$ cat config.mk
export PLATFORM = sky130hd
export DESIGN_NAME = integration_layer_sequencer_flat
export DESIGN_NICKNAME = d
export VERILOG_FILES = /design/src/rtl/integration_layer_sequencer_if.sv /design/src/rtl/integration_layer_sequencer.sv /design/src/flat_wrapper.sv
export SDC_FILE = /design/constraint.sdc
export NUM_CORES = 1
export LEC_CHECK = 0
export ABC_CLOCK_PERIOD_IN_PS = 8000
export BUFFER_PORTS_ARGS = -buffer_cell sky130_fd_sc_hd__buf_2
export CORE_UTILIZATION = 50
export CTS_BUF_LIST = sky130_fd_sc_hd__clkbuf_8
export DETAILED_ROUTE_END_ITERATION = 8
export PLACE_DENSITY = 0.72
export SLEW_MARGIN = 20
export SYNTH_ARGS = -nofsm -noshare
export SYNTH_HDL_FRONTEND = slang
export SYNTH_SLANG_ARGS = --single-unit
$ cat constraint.sdc
create_clock -name clk -period 8 [get_ports clk]
set_input_delay 1.6 -clock clk [delete_from_list [all_inputs] [get_ports clk]]
set_output_delay 1.6 -clock clk [all_outputs]
set_load 0.02 [all_outputs]
$ cat src/rtl/integration_layer_sequencer_if.sv
// Purpose : control/handshake bundle between host, upstream MAC stream,
//           integration block and the integration layer sequencer.
// Latency : none; this is wiring only.
// Backpressure: s_data_tready is the only stall signal. The slave (sequencer)
//           drives it and the master (host/upstream side) must honour it.
// Ports   : cfg_wr_* table write, start/num_layers run control,
//           s_data_tvalid/s_data_tready upstream gate, int_tvalid output strobe,
//           layer/num_input_cycles/num_outputs/metadata_tvalid to integration,
//           busy/done/error status.
interface integration_layer_sequencer_if #(
   parameter int CYCLE_COUNTER_BITWIDTH = 10,
   parameter int LOG2_MAX_LAYERS        = 3
);
   logic                              cfg_wr_en;
   logic [LOG2_MAX_LAYERS-1:0]        cfg_wr_addr;
   logic [CYCLE_COUNTER_BITWIDTH-1:0] cfg_wr_num_input_cycles;
   logic [CYCLE_COUNTER_BITWIDTH-1:0] cfg_wr_num_outputs;
   logic                              start;
   logic [LOG2_MAX_LAYERS:0]          num_layers;
   logic                              s_data_tvalid;
   logic                              s_data_tready;
   logic                              int_tvalid;
   logic [LOG2_MAX_LAYERS-1:0]        layer;
   logic [CYCLE_COUNTER_BITWIDTH-1:0] num_input_cycles;
   logic [CYCLE_COUNTER_BITWIDTH-1:0] num_outputs;
   logic                              metadata_tvalid;
   logic                              busy;
   logic                              done;
   logic                              error;

   modport master (
      output cfg_wr_en, cfg_wr_addr, cfg_wr_num_input_cycles, cfg_wr_num_outputs,
             start, num_layers, s_data_tvalid, int_tvalid,
      input  s_data_tready, layer, num_input_cycles, num_outputs,
             metadata_tvalid, busy, done, error
   );

   modport slave (
      input  cfg_wr_en, cfg_wr_addr, cfg_wr_num_input_cycles, cfg_wr_num_outputs,
             start, num_layers, s_data_tvalid, int_tvalid,
      output s_data_tready, layer, num_input_cycles, num_outputs,
             metadata_tvalid, busy, done, error
   );
endinterface

$ cat src/rtl/integration_layer_sequencer.sv
// Purpose : walks a per-layer config table, gates upstream MAC beats, counts
//           integration outputs and inserts a flush gap between layers.
// Latency : start at cycle N -> LOAD at N+1 -> s_data_tready at N+2; the
//           inter-layer tready-low gap is at least FLUSH_CYCLES+1 cycles.
// Backpressure: s_data_tready is high only in RUN and is decoded from state,
//           so it never depends combinationally on any input.
// Ports   : clk, rst_n (synchronous, active-low) plus the slave side of
//           integration_layer_sequencer_if (config, run control, data gate,
//           integration drive, busy/done/error status).
module integration_layer_sequencer #(
   parameter int CYCLE_COUNTER_BITWIDTH = 10,
   parameter int LOG2_MAX_LAYERS        = 3,
   parameter int FLUSH_CYCLES           = 8,
   parameter int FLUSH_TIMEOUT          = 1023
) (
   input logic                          clk,
   input logic                          rst_n,
   integration_layer_sequencer_if.slave bus
);
   localparam int CW    = CYCLE_COUNTER_BITWIDTH;
   localparam int LW    = LOG2_MAX_LAYERS;
   localparam int DEPTH = 2 ** LW;
   localparam int BW    = 2 * CW;
   localparam int FW    = $clog2(FLUSH_TIMEOUT + 1);

   typedef enum logic [2:0] {
      S_IDLE  = 3'd0,
      S_LOAD  = 3'd1,
      S_RUN   = 3'd2,
      S_FLUSH = 3'd3,
      S_DONE  = 3'd4
   } state_t;

   state_t          r_state;
   state_t          w_state_nxt;

   logic [CW-1:0]   r_tbl_cycles  [DEPTH];
   logic [CW-1:0]   r_tbl_outputs [DEPTH];

   logic [LW-1:0]   r_layer;
   logic [LW:0]     r_num_layers;
   logic [CW-1:0]   r_num_input_cycles;
   logic [CW-1:0]   r_num_outputs;
   logic [BW-1:0]   r_beat_cnt;
   logic [CW-1:0]   r_out_cnt;
   logic [FW-1:0]   r_flush_cnt;
   logic            r_error;

   logic            w_busy;
   logic            w_tready;
   logic            w_num_layers_ok;
   logic [CW-1:0]   w_tbl_c;
   logic [CW-1:0]   w_tbl_o;
   logic            w_load_zero;
   logic [BW-1:0]   w_target;
   logic            w_beat;
   logic            w_last_beat;
   logic            w_int_cnt;
   logic            w_out_ovf;
   logic [CW-1:0]   w_out_cnt_nxt;
   logic            w_flush_ok;
   logic            w_flush_tmo;
   logic            w_is_last;
   logic            w_err_set;
   logic            w_err_clr;

   // ---------------------------------------------------------------- decode
   assign w_num_layers_ok = (bus.num_layers != '0) &&
                            (bus.num_layers <= (LW+1)'(DEPTH));
   assign w_tbl_c         = r_tbl_cycles[r_layer];
   assign w_tbl_o         = r_tbl_outputs[r_layer];
   assign w_load_zero     = (w_tbl_c == '0) || (w_tbl_o == '0);
   // Full-width product, so no layer can wrap the beat counter.
   assign w_target        = {{CW{1'b0}}, r_num_input_cycles} *
                            {{CW{1'b0}}, r_num_outputs};
   assign w_beat          = bus.s_data_tvalid && w_tready;
   assign w_last_beat     = w_beat && ((r_beat_cnt + BW'(1)) == w_target);
   assign w_int_cnt       = bus.int_tvalid &&
                            ((r_state == S_RUN) || (r_state == S_FLUSH));
   assign w_out_ovf       = w_int_cnt && (r_out_cnt == r_num_outputs);
   assign w_out_cnt_nxt   = r_out_cnt + (w_int_cnt ? CW'(1) : CW'(0));
   // An output arriving on the exit cycle is counted before the exit test.
   assign w_flush_ok      = (w_out_cnt_nxt == r_num_outputs) &&
                            (r_flush_cnt >= FW'(FLUSH_CYCLES));
   assign w_flush_tmo     = (r_flush_cnt == FW'(FLUSH_TIMEOUT));
   assign w_is_last       = ({1'b0, r_layer} == (r_num_layers - (LW+1)'(1)));

   // ------------------------------------------------------ state register
   always_ff @(posedge clk) begin
      if (!rst_n) begin
         r_state <= S_IDLE;
      end else begin
         r_state <= w_state_nxt;
      end
   end

   // ----------------------------------------------------------- next state
   always_comb begin
      w_state_nxt = r_state;
      w_err_set   = 1'b0;
      w_err_clr   = 1'b0;
      case (r_state)
         S_IDLE: begin
            if (bus.start) begin
               if (w_num_layers_ok) begin
                  w_err_clr   = 1'b1;
                  w_state_nxt = S_LOAD;
               end else begin
                  w_err_set   = 1'b1;
               end
            end
         end
         S_LOAD: begin
            if (w_load_zero) begin
               w_err_set   = 1'b1;
               w_state_nxt = S_IDLE;
            end else begin
               w_state_nxt = S_RUN;
            end
         end
         S_RUN: begin
            if (w_out_ovf) begin
               w_err_set   = 1'b1;
               w_state_nxt = S_IDLE;
            end else if (w_last_beat) begin
               w_state_nxt = S_FLUSH;
            end
         end
         S_FLUSH: begin
            if (w_out_ovf) begin
               w_err_set   = 1'b1;
               w_state_nxt = S_IDLE;
            end else if (w_flush_ok) begin
               w_state_nxt = w_is_last ? S_DONE : S_LOAD;
            end else if (w_flush_tmo) begin
               w_err_set   = 1'b1;
               w_state_nxt = S_IDLE;
            end
         end
         S_DONE:  w_state_nxt = S_IDLE;
         default: w_state_nxt = S_IDLE;
      endcase
   end

   // --------------------------------------------------------- output decode
   always_comb begin
      w_tready            = 1'b0;
      w_busy              = 1'b0;
      bus.metadata_tvalid = 1'b0;
      bus.done            = 1'b0;
      case (r_state)
         S_LOAD:  w_busy = 1'b1;
         S_RUN: begin
            w_tready            = 1'b1;
            w_busy              = 1'b1;
            bus.metadata_tvalid = 1'b1;
         end
         // metadata stays qualified so data still in the integration pipe lands
         S_FLUSH: begin
            w_busy              = 1'b1;
            bus.metadata_tvalid = 1'b1;
         end
         S_DONE:  bus.done = 1'b1;
         default: ;
      endcase
   end

   assign bus.s_data_tready    = w_tready;
   assign bus.busy             = w_busy;
   assign bus.error            = r_error;
   assign bus.layer            = r_layer;
   assign bus.num_input_cycles = r_num_input_cycles;
   assign bus.num_outputs      = r_num_outputs;

   // ------------------------------------------------ config table (no reset)
   always_ff @(posedge clk) begin
      if (bus.cfg_wr_en && !w_busy) begin
         r_tbl_cycles[bus.cfg_wr_addr]  <= bus.cfg_wr_num_input_cycles;
         r_tbl_outputs[bus.cfg_wr_addr] <= bus.cfg_wr_num_outputs;
      end
   end

   // ------------------------------------------------------------- datapath
   always_ff @(posedge clk) begin
      if (!rst_n) begin
         r_layer            <= '0;
         r_num_layers       <= '0;
         r_num_input_cycles <= '0;
         r_num_outputs      <= '0;
         r_beat_cnt         <= '0;
         r_out_cnt          <= '0;
         r_flush_cnt        <= '0;
         r_error            <= 1'b0;
      end else begin
         if (w_err_set) begin
            r_error <= 1'b1;
         end else if (w_err_clr) begin
            r_error <= 1'b0;
         end
         case (r_state)
            S_IDLE: begin
               if (bus.start && w_num_layers_ok) begin
                  r_layer      <= '0;
                  r_num_layers <= bus.num_layers;
               end
            end
            S_LOAD: begin
               r_num_input_cycles <= w_tbl_c;
               r_num_outputs      <= w_tbl_o;
               r_beat_cnt         <= '0;
               r_out_cnt          <= '0;
               r_flush_cnt        <= '0;
            end
            S_RUN: begin
               if (w_beat) begin
                  r_beat_cnt <= r_beat_cnt + BW'(1);
               end
               r_out_cnt <= w_out_cnt_nxt;
            end
            S_FLUSH: begin
               r_flush_cnt <= r_flush_cnt + FW'(1);
               r_out_cnt   <= w_out_cnt_nxt;
               if (w_state_nxt == S_LOAD) begin
                  r_layer <= r_layer + LW'(1);
               end
            end
            default: ;
         endcase
      end
   end
endmodule

$ cat src/flat_wrapper.sv
// flat-port wrapper written by rule: the top's interface ports become plain ports
module integration_layer_sequencer_flat 
#(
   parameter int CYCLE_COUNTER_BITWIDTH = 10,
   parameter int LOG2_MAX_LAYERS        = 3,
   parameter int FLUSH_CYCLES           = 8,
   parameter int FLUSH_TIMEOUT          = 1023
)
  (clk, rst_n, bus_cfg_wr_en, bus_cfg_wr_addr, bus_cfg_wr_num_input_cycles, bus_cfg_wr_num_outputs, bus_start, bus_num_layers, bus_s_data_tvalid, bus_int_tvalid, bus_s_data_tready, bus_layer, bus_num_input_cycles, bus_num_outputs, bus_metadata_tvalid, bus_busy, bus_done, bus_error);
  integration_layer_sequencer_if #(.CYCLE_COUNTER_BITWIDTH(CYCLE_COUNTER_BITWIDTH), .LOG2_MAX_LAYERS(LOG2_MAX_LAYERS)) bus_i ();
  input logic clk;
  input logic rst_n;
  input wire logic [$bits(bus_i.cfg_wr_en)-1:0] bus_cfg_wr_en;
  input wire logic [$bits(bus_i.cfg_wr_addr)-1:0] bus_cfg_wr_addr;
  input wire logic [$bits(bus_i.cfg_wr_num_input_cycles)-1:0] bus_cfg_wr_num_input_cycles;
  input wire logic [$bits(bus_i.cfg_wr_num_outputs)-1:0] bus_cfg_wr_num_outputs;
  input wire logic [$bits(bus_i.start)-1:0] bus_start;
  input wire logic [$bits(bus_i.num_layers)-1:0] bus_num_layers;
  input wire logic [$bits(bus_i.s_data_tvalid)-1:0] bus_s_data_tvalid;
  input wire logic [$bits(bus_i.int_tvalid)-1:0] bus_int_tvalid;
  output wire logic [$bits(bus_i.s_data_tready)-1:0] bus_s_data_tready;
  output wire logic [$bits(bus_i.layer)-1:0] bus_layer;
  output wire logic [$bits(bus_i.num_input_cycles)-1:0] bus_num_input_cycles;
  output wire logic [$bits(bus_i.num_outputs)-1:0] bus_num_outputs;
  output wire logic [$bits(bus_i.metadata_tvalid)-1:0] bus_metadata_tvalid;
  output wire logic [$bits(bus_i.busy)-1:0] bus_busy;
  output wire logic [$bits(bus_i.done)-1:0] bus_done;
  output wire logic [$bits(bus_i.error)-1:0] bus_error;
  assign bus_i.cfg_wr_en = bus_cfg_wr_en;
  assign bus_i.cfg_wr_addr = bus_cfg_wr_addr;
  assign bus_i.cfg_wr_num_input_cycles = bus_cfg_wr_num_input_cycles;
  assign bus_i.cfg_wr_num_outputs = bus_cfg_wr_num_outputs;
  assign bus_i.start = bus_start;
  assign bus_i.num_layers = bus_num_layers;
  assign bus_i.s_data_tvalid = bus_s_data_tvalid;
  assign bus_i.int_tvalid = bus_int_tvalid;
  assign bus_s_data_tready = bus_i.s_data_tready;
  assign bus_layer = bus_i.layer;
  assign bus_num_input_cycles = bus_i.num_input_cycles;
  assign bus_num_outputs = bus_i.num_outputs;
  assign bus_metadata_tvalid = bus_i.metadata_tvalid;
  assign bus_busy = bus_i.busy;
  assign bus_done = bus_i.done;
  assign bus_error = bus_i.error;
  integration_layer_sequencer #(.CYCLE_COUNTER_BITWIDTH(CYCLE_COUNTER_BITWIDTH), .LOG2_MAX_LAYERS(LOG2_MAX_LAYERS), .FLUSH_CYCLES(FLUSH_CYCLES), .FLUSH_TIMEOUT(FLUSH_TIMEOUT)) u_core (.clk(clk), .rst_n(rst_n), .bus(bus_i));
endmodule
### Yosys cells after proc, flatten, opt, wreduce, memory -nomap -nowiden

Memories as Yosys holds them, arrays and structs flattened. A register that Yosys moved wholly into a read port is not among the register bits.
Cells that the tools add are included.

* bits in registers: 71
* bits in latches: 0
* bits in writable memories: 160
* bits in read-only memories: 0
* bits of input ports: 33
* output and inout bits: 28
* logic and storage cells: 98
* memories kept: 2

Memory list
* u_core.r_tbl_cycles: words 8, bits a word 10, read ports 1, clocked after Yosys merged registers in 1, wr ports 1, line integration_layer_sequencer.sv:37 `logic [CW-1:0] r_tbl_cycles [DEPTH];`
* u_core.r_tbl_outputs: words 8, bits a word 10, read ports 1, clocked after Yosys merged registers in 1, wr ports 1, line integration_layer_sequencer.sv:38 `logic [CW-1:0] r_tbl_outputs [DEPTH];`

* add/subtract/negate cells: 5
* $mul: 1
* div/mod/pow operators: 0
* magnitude comparators: 2
* equal/unequal tests: 13
* shift operators: 0
* mux-type cells: 41
* bitwise logic cells: 0
* reductions and logical operators: 25

Operator list (count)
* $mux W3: 14
* $pmux W10 S2: 2
* $pmux W20 S2: 1
* $add A20 B1 Y20 const B: 1
* $eq A10 B10 Y1: 2
* $eq A20 B20 Y1: 1
* $logic_not A10 Y1: 2
* $mul A10 B10 Y20: 1
* $mux W20: 1
* $mux W1: 19
* $pmux W3 S4: 1
* $add A10 B1 Y10 const B: 1
* $add A10 B10 Y10: 1
* $eq A10 B10 Y1 const B: 1
* $ge A10 B4 Y1 const B: 1
* $reduce_bool A2 Y1: 5
* $logic_and A1 B1 Y1: 8
* $eq A3 B1 Y1 const B: 2
* $eq A3 B2 Y1 const B: 2
* $pmux W3 S2: 1
* $eq A3 B4 Y1: 1
* $le A4 B4 Y1 const B: 1
* $ne A2 B1 Y1 const B: 2
* $pmux W1 S4: 1
* 13 further kinds: 15

### Logic depth before layout (Yosys ltp)

* depth after elaboration: 15
* depth in mapped cells: 23
* mapped depth without buffers: 21

### Least setup slack after synthesis

OpenSTA, ideal clock, no wires.

* kind: flip-flop to flip-flop
* start point: register u_core.r_num_outputs[6], in the netlist u_core.bus.num_outputs[6]
* end point: register (tool-made name)
* library setup time: 120 ps
* arrival time: 5914 ps
* data required time: 7880 ps
* setup slack: 1966 ps
* stages on the path, launching flop included: 20
* buffers on the path: 2
* clock period less this slack: 6034 ps
* path through: dfxtp_1 clkbuf_1 clkbuf_1 nand2_1 fa_1 fa_1 fa_1 fa_1 inv_1 fa_1 ha_1 a21oi_1 a32oi_1 a41o_1 a21oi_1 xnor2_1 or4_4 nor4_4 o211ai_4 o2bb2ai_1

RTL lines
* from (decl): line integration_layer_sequencer.sv:43 `logic [CW-1:0] r_num_outputs;`
* from (signal assigned): line integration_layer_sequencer.sv:209 `r_num_outputs <= w_tbl_o;`

==> impl_metrics.env <==
export IMPL_status="complete, no violations"
export IMPL_layout_drive_gt1_share=0.148
export IMPL_period_minus_slack_ns=6.29
export IMPL_post_cts_setup_buffers=0
export IMPL_power_per_cell_area_nw_per_um2=168
export IMPL_rsz0062_at_grt="false"
export IMPL_clock_latency_ns=0.57
export IMPL_fmax_ghz=0.159
export IMPL_cts_sinks=234
export IMPL_critPathSlowestCell="dfxtp_1"
export IMPL_gp_congestion=0.848
export IMPL_crit_path_end_kind="flip-flop"
export IMPL_io_buffer_count=60
export IMPL_critical_path_cell_chain="nand2_1, fa_1, fa_1, fa_1, fa_1, inv_1, fa_1, ha_1, o21ai_0, a32oi_1, a41o_1, a21oi_1, xnor2_1, or4_4, nor4_4, o211ai_4, mux2i_1"
export IMPL_slew_headroom=0.331
export IMPL_synth_seq_cells=234
export IMPL_antenna_left=0
export IMPL_grt_overflow_total=0
export IMPL_post_route_drc_count=0
export IMPL_async_flop_share=0
export IMPL_htreeDepth=2
export IMPL_initial_core_util=0.508
export IMPL_first_pass_iters=5
export IMPL_routed_wl_mm=28.6
export IMPL_synth_cell_types=66
export IMPL_dieArea_um2=28000
export IMPL_drt_vias_per_instance=5.54
export IMPL_cts_tree="done"
export IMPL_yosys_warnings=0
export IMPL_cts_made_buffers=39
export IMPL_dp_hpwl_mm=20.4
export IMPL_areaGrowthSynthToFinish_pct=9.84
export IMPL_period_share=0.786
export IMPL_cts_resized=0
export IMPL_die_width_um=167
export IMPL_peakVddDrop_v=0.000199
export IMPL_design_area_um2=15000
export IMPL_cpPeakStageDelay_ns=0.70
export IMPL_seq_area_frac_synth=0.460
export IMPL_synth_top_area_share=0.352
export IMPL_synth_top_flop_cell="edfxtp_1"
export IMPL_dpl_cell_area_um2=14300
export IMPL_hold_path_class="flip-flop to flip-flop"
export IMPL_cpMostUsedCell="fa_1"
export IMPL_drv_slew=0
export IMPL_cellLeakagePower_nw=5.95
export IMPL_nets=1382
export IMPL_syn_nets=1328
export IMPL_required_ns=8.44
export IMPL_critPathKind="flip-flop to flip-flop"
export IMPL_synthTopCellsByArea="edfxtp_1, dfxtp_1, fa_1"
export IMPL_cts_clk_slew_worst_paths_ns=0.06
export IMPL_antenna_found_initial=1
export IMPL_fp_dieH_um=167
export IMPL_synth_edf_count=160
export IMPL_grt_pass1_vias=8976
export IMPL_root_buffer="clkbuf_8"
export IMPL_yosysTopAreaCell="edfxtp_1"
export IMPL_grt_max_degree=70
export IMPL_cp_start_kind="flip-flop"
export IMPL_core_um2=26900
export IMPL_cap_violations=0
export IMPL_synth_area_um2=13700
export IMPL_cp_max_fo=17
export IMPL_num_antenna_cells=0
export IMPL_crit_arrival_ns=6.74
export IMPL_hold_viol_final=0
export IMPL_syn_avg_cell_area_um2=11.7
export IMPL_wl_per_cell_um=17.9
export IMPL_setup_viol=0
export IMPL_drtIter0Drc=443
export IMPL_ctsHoldBuffers=0
export IMPL_fin_setup_tns_ns=0
export IMPL_vias=8837
export IMPL_final_setup_skew_ns=0.0350
export IMPL_cts_path_max_buffers=3
export IMPL_syn_inst=1171
export IMPL_grt_pass1_wl_mm=46.8
export IMPL_worst_slew_pin_slew_ns=0.998
export IMPL_grt_usage=0.211
export IMPL_io_pins=61
export IMPL_num_rows=60
worst paths after layout:
path	start	end	slack (ns)	depth (start not counted)
min reg2reg	u_core.r_flush_cnt[1]	u_core.r_flush_cnt[1]	0.51	2
max reg2reg	u_core.bus.num_outputs[6]	flip-flop	1.71	17
min	u_core.r_flush_cnt[1]	u_core.r_flush_cnt[1]	0.51	2
max	u_core.bus.num_outputs[6]	flip-flop	1.71	17
synth_stat cells (12+ instances only):
library cell,n
mux4_2,40
ha_1,62
a21oi_1,43
fa_1,62
nor2_1,39
xor2_1,23
nand4_1,13
o21ai_0,24
o211a_1,22
nand3_1,24
nor3_1,30
nand2b_1,12
and3_1,12
xnor2_1,52
inv_1,74
mux2i_1,28
dfxtp_1,74
nor2b_1,33
nand2_1,150
edfxtp_1,160
and2_1,48
clkbuf_1,49
cells by family (layout without fill, tap and decap cells):
group                    count (synthesis)  after routing  share of synthesized area
AO/OA/AOI/OAI                          145            145                     0.0738
XOR/XNOR                                76             76                     0.0493
adder cells (fa/ha/maj)                124            124                      0.148
buffers and inverters                  135            218                     0.0376
flip-flops                             234            234                      0.460
multiplexers                            68             68                     0.0865
AND/OR/NAND/NOR                        389            389                      0.145
routing by layer:
metal	share of wire	vias to the layer above	GRT usage
met3	0.055	62	0.0442
li1	-	4257	-
met1	0.43	4315	0.272
met2	0.49	203	0.354
met5	0	-	0
met4	0.026	0	0.0730
placed cells by master, fill, tap and decap left out, types with 4 or more instances in the layout:
cell | netlist | final
nand2_1 | 150 | 150
mux4_2 | 40 | 40
nand4_1 | 13 | 13
clkbuf_8 | 0 | 39
edfxtp_1 | 160 | 160
nand2b_1 | 12 | 12
xnor2_1 | 52 | 52
mux2i_1 | 28 | 28
o21ai_0 | 24 | 24
nand3_1 | 24 | 24
nor4_1 | 5 | 5
a22oi_1 | 6 | 6
o31ai_1 | 4 | 4
nor2_2 | 0 | 6
ha_1 | 62 | 62
and2_1 | 48 | 48
inv_1 | 74 | 88
clkinv_1 | 1 | 10
a21oi_1 | 43 | 43
buf_4 | 0 | 13
dfxtp_1 | 74 | 71
nor2_1 | 39 | 32
nor2b_1 | 33 | 33
a21boi_0 | 5 | 5
a21o_1 | 8 | 8
xor2_1 | 23 | 23
buf_2 | 5 | 60
a31oi_1 | 4 | 4
fa_1 | 62 | 62
nor3_1 | 30 | 28
o211a_1 | 22 | 22
and3_1 | 12 | 12
o211ai_1 | 4 | 4
power breakdown:
group	switching (mW)	leakage (nW)	internal (mW)
Combinational	0.117	3.48	0.0699
Clock	0.490	0.414	0.496
Sequential	0.0331	2.05	1.32
registers in the layout, indices dropped and copies added, names as in the netlist, named ones only:
register	count
u_core.bus.error	1
u_core.bus.layer	3
u_core.bus.num_input_cycles	10
u_core.bus.num_outputs	10
u_core.r_beat_cnt	20
u_core.r_flush_cnt	10
u_core.r_num_layers	4
u_core.r_out_cnt	10
u_core.r_state	3
u_core.r_tbl_cycles	80
u_core.r_tbl_outputs	80
final cells by class:
class,instances,area (µm²)
Inverter,75,282
Timing Repair Buffer,73,398
Tap cell,341,427
Sequential cell,234,6290
Clock buffer,39,537
Clock inverter,31,178
Multi-Input combinational cell,802,6890
Fill cell,2206,11900
metrics by stage:
step / cells / hold WS (ns) / power [mW] / utilization / setup slack [ns]
floorplan: 1171 / 0.465 / 1.50 / - / 1.97
global placement: 1525 / 0.487 / 1.56 / 0.532 / 1.88
detailed placement: 1525 / 0.499 / 1.57 / 0.532 / 1.69
CTS: 1595 / 0.508 / 2.56 / 0.558 / 1.69
global route: 1595 / 0.536 / 2.63 / 0.558 / 1.34
finish: 1595 / 0.511 / 2.53 / 0.558 / 1.71
worst max-delay path, delay by kind of cell (launching register included):
kind / cells / cell delay (ns)
buffers and inverters: 1 / 0.05
XOR/XNOR: 1 / 0.14
adder cells (fa/ha/maj): 6 / 2.98
AO/OA/AOI/OAI: 5 / 0.96
flip-flops: 1 / 0.70
AND/OR/NAND/NOR: 3 / 1.16
multiplexers: 1 / 0.16
No activity file was read; power rests on OpenSTA's default activity.
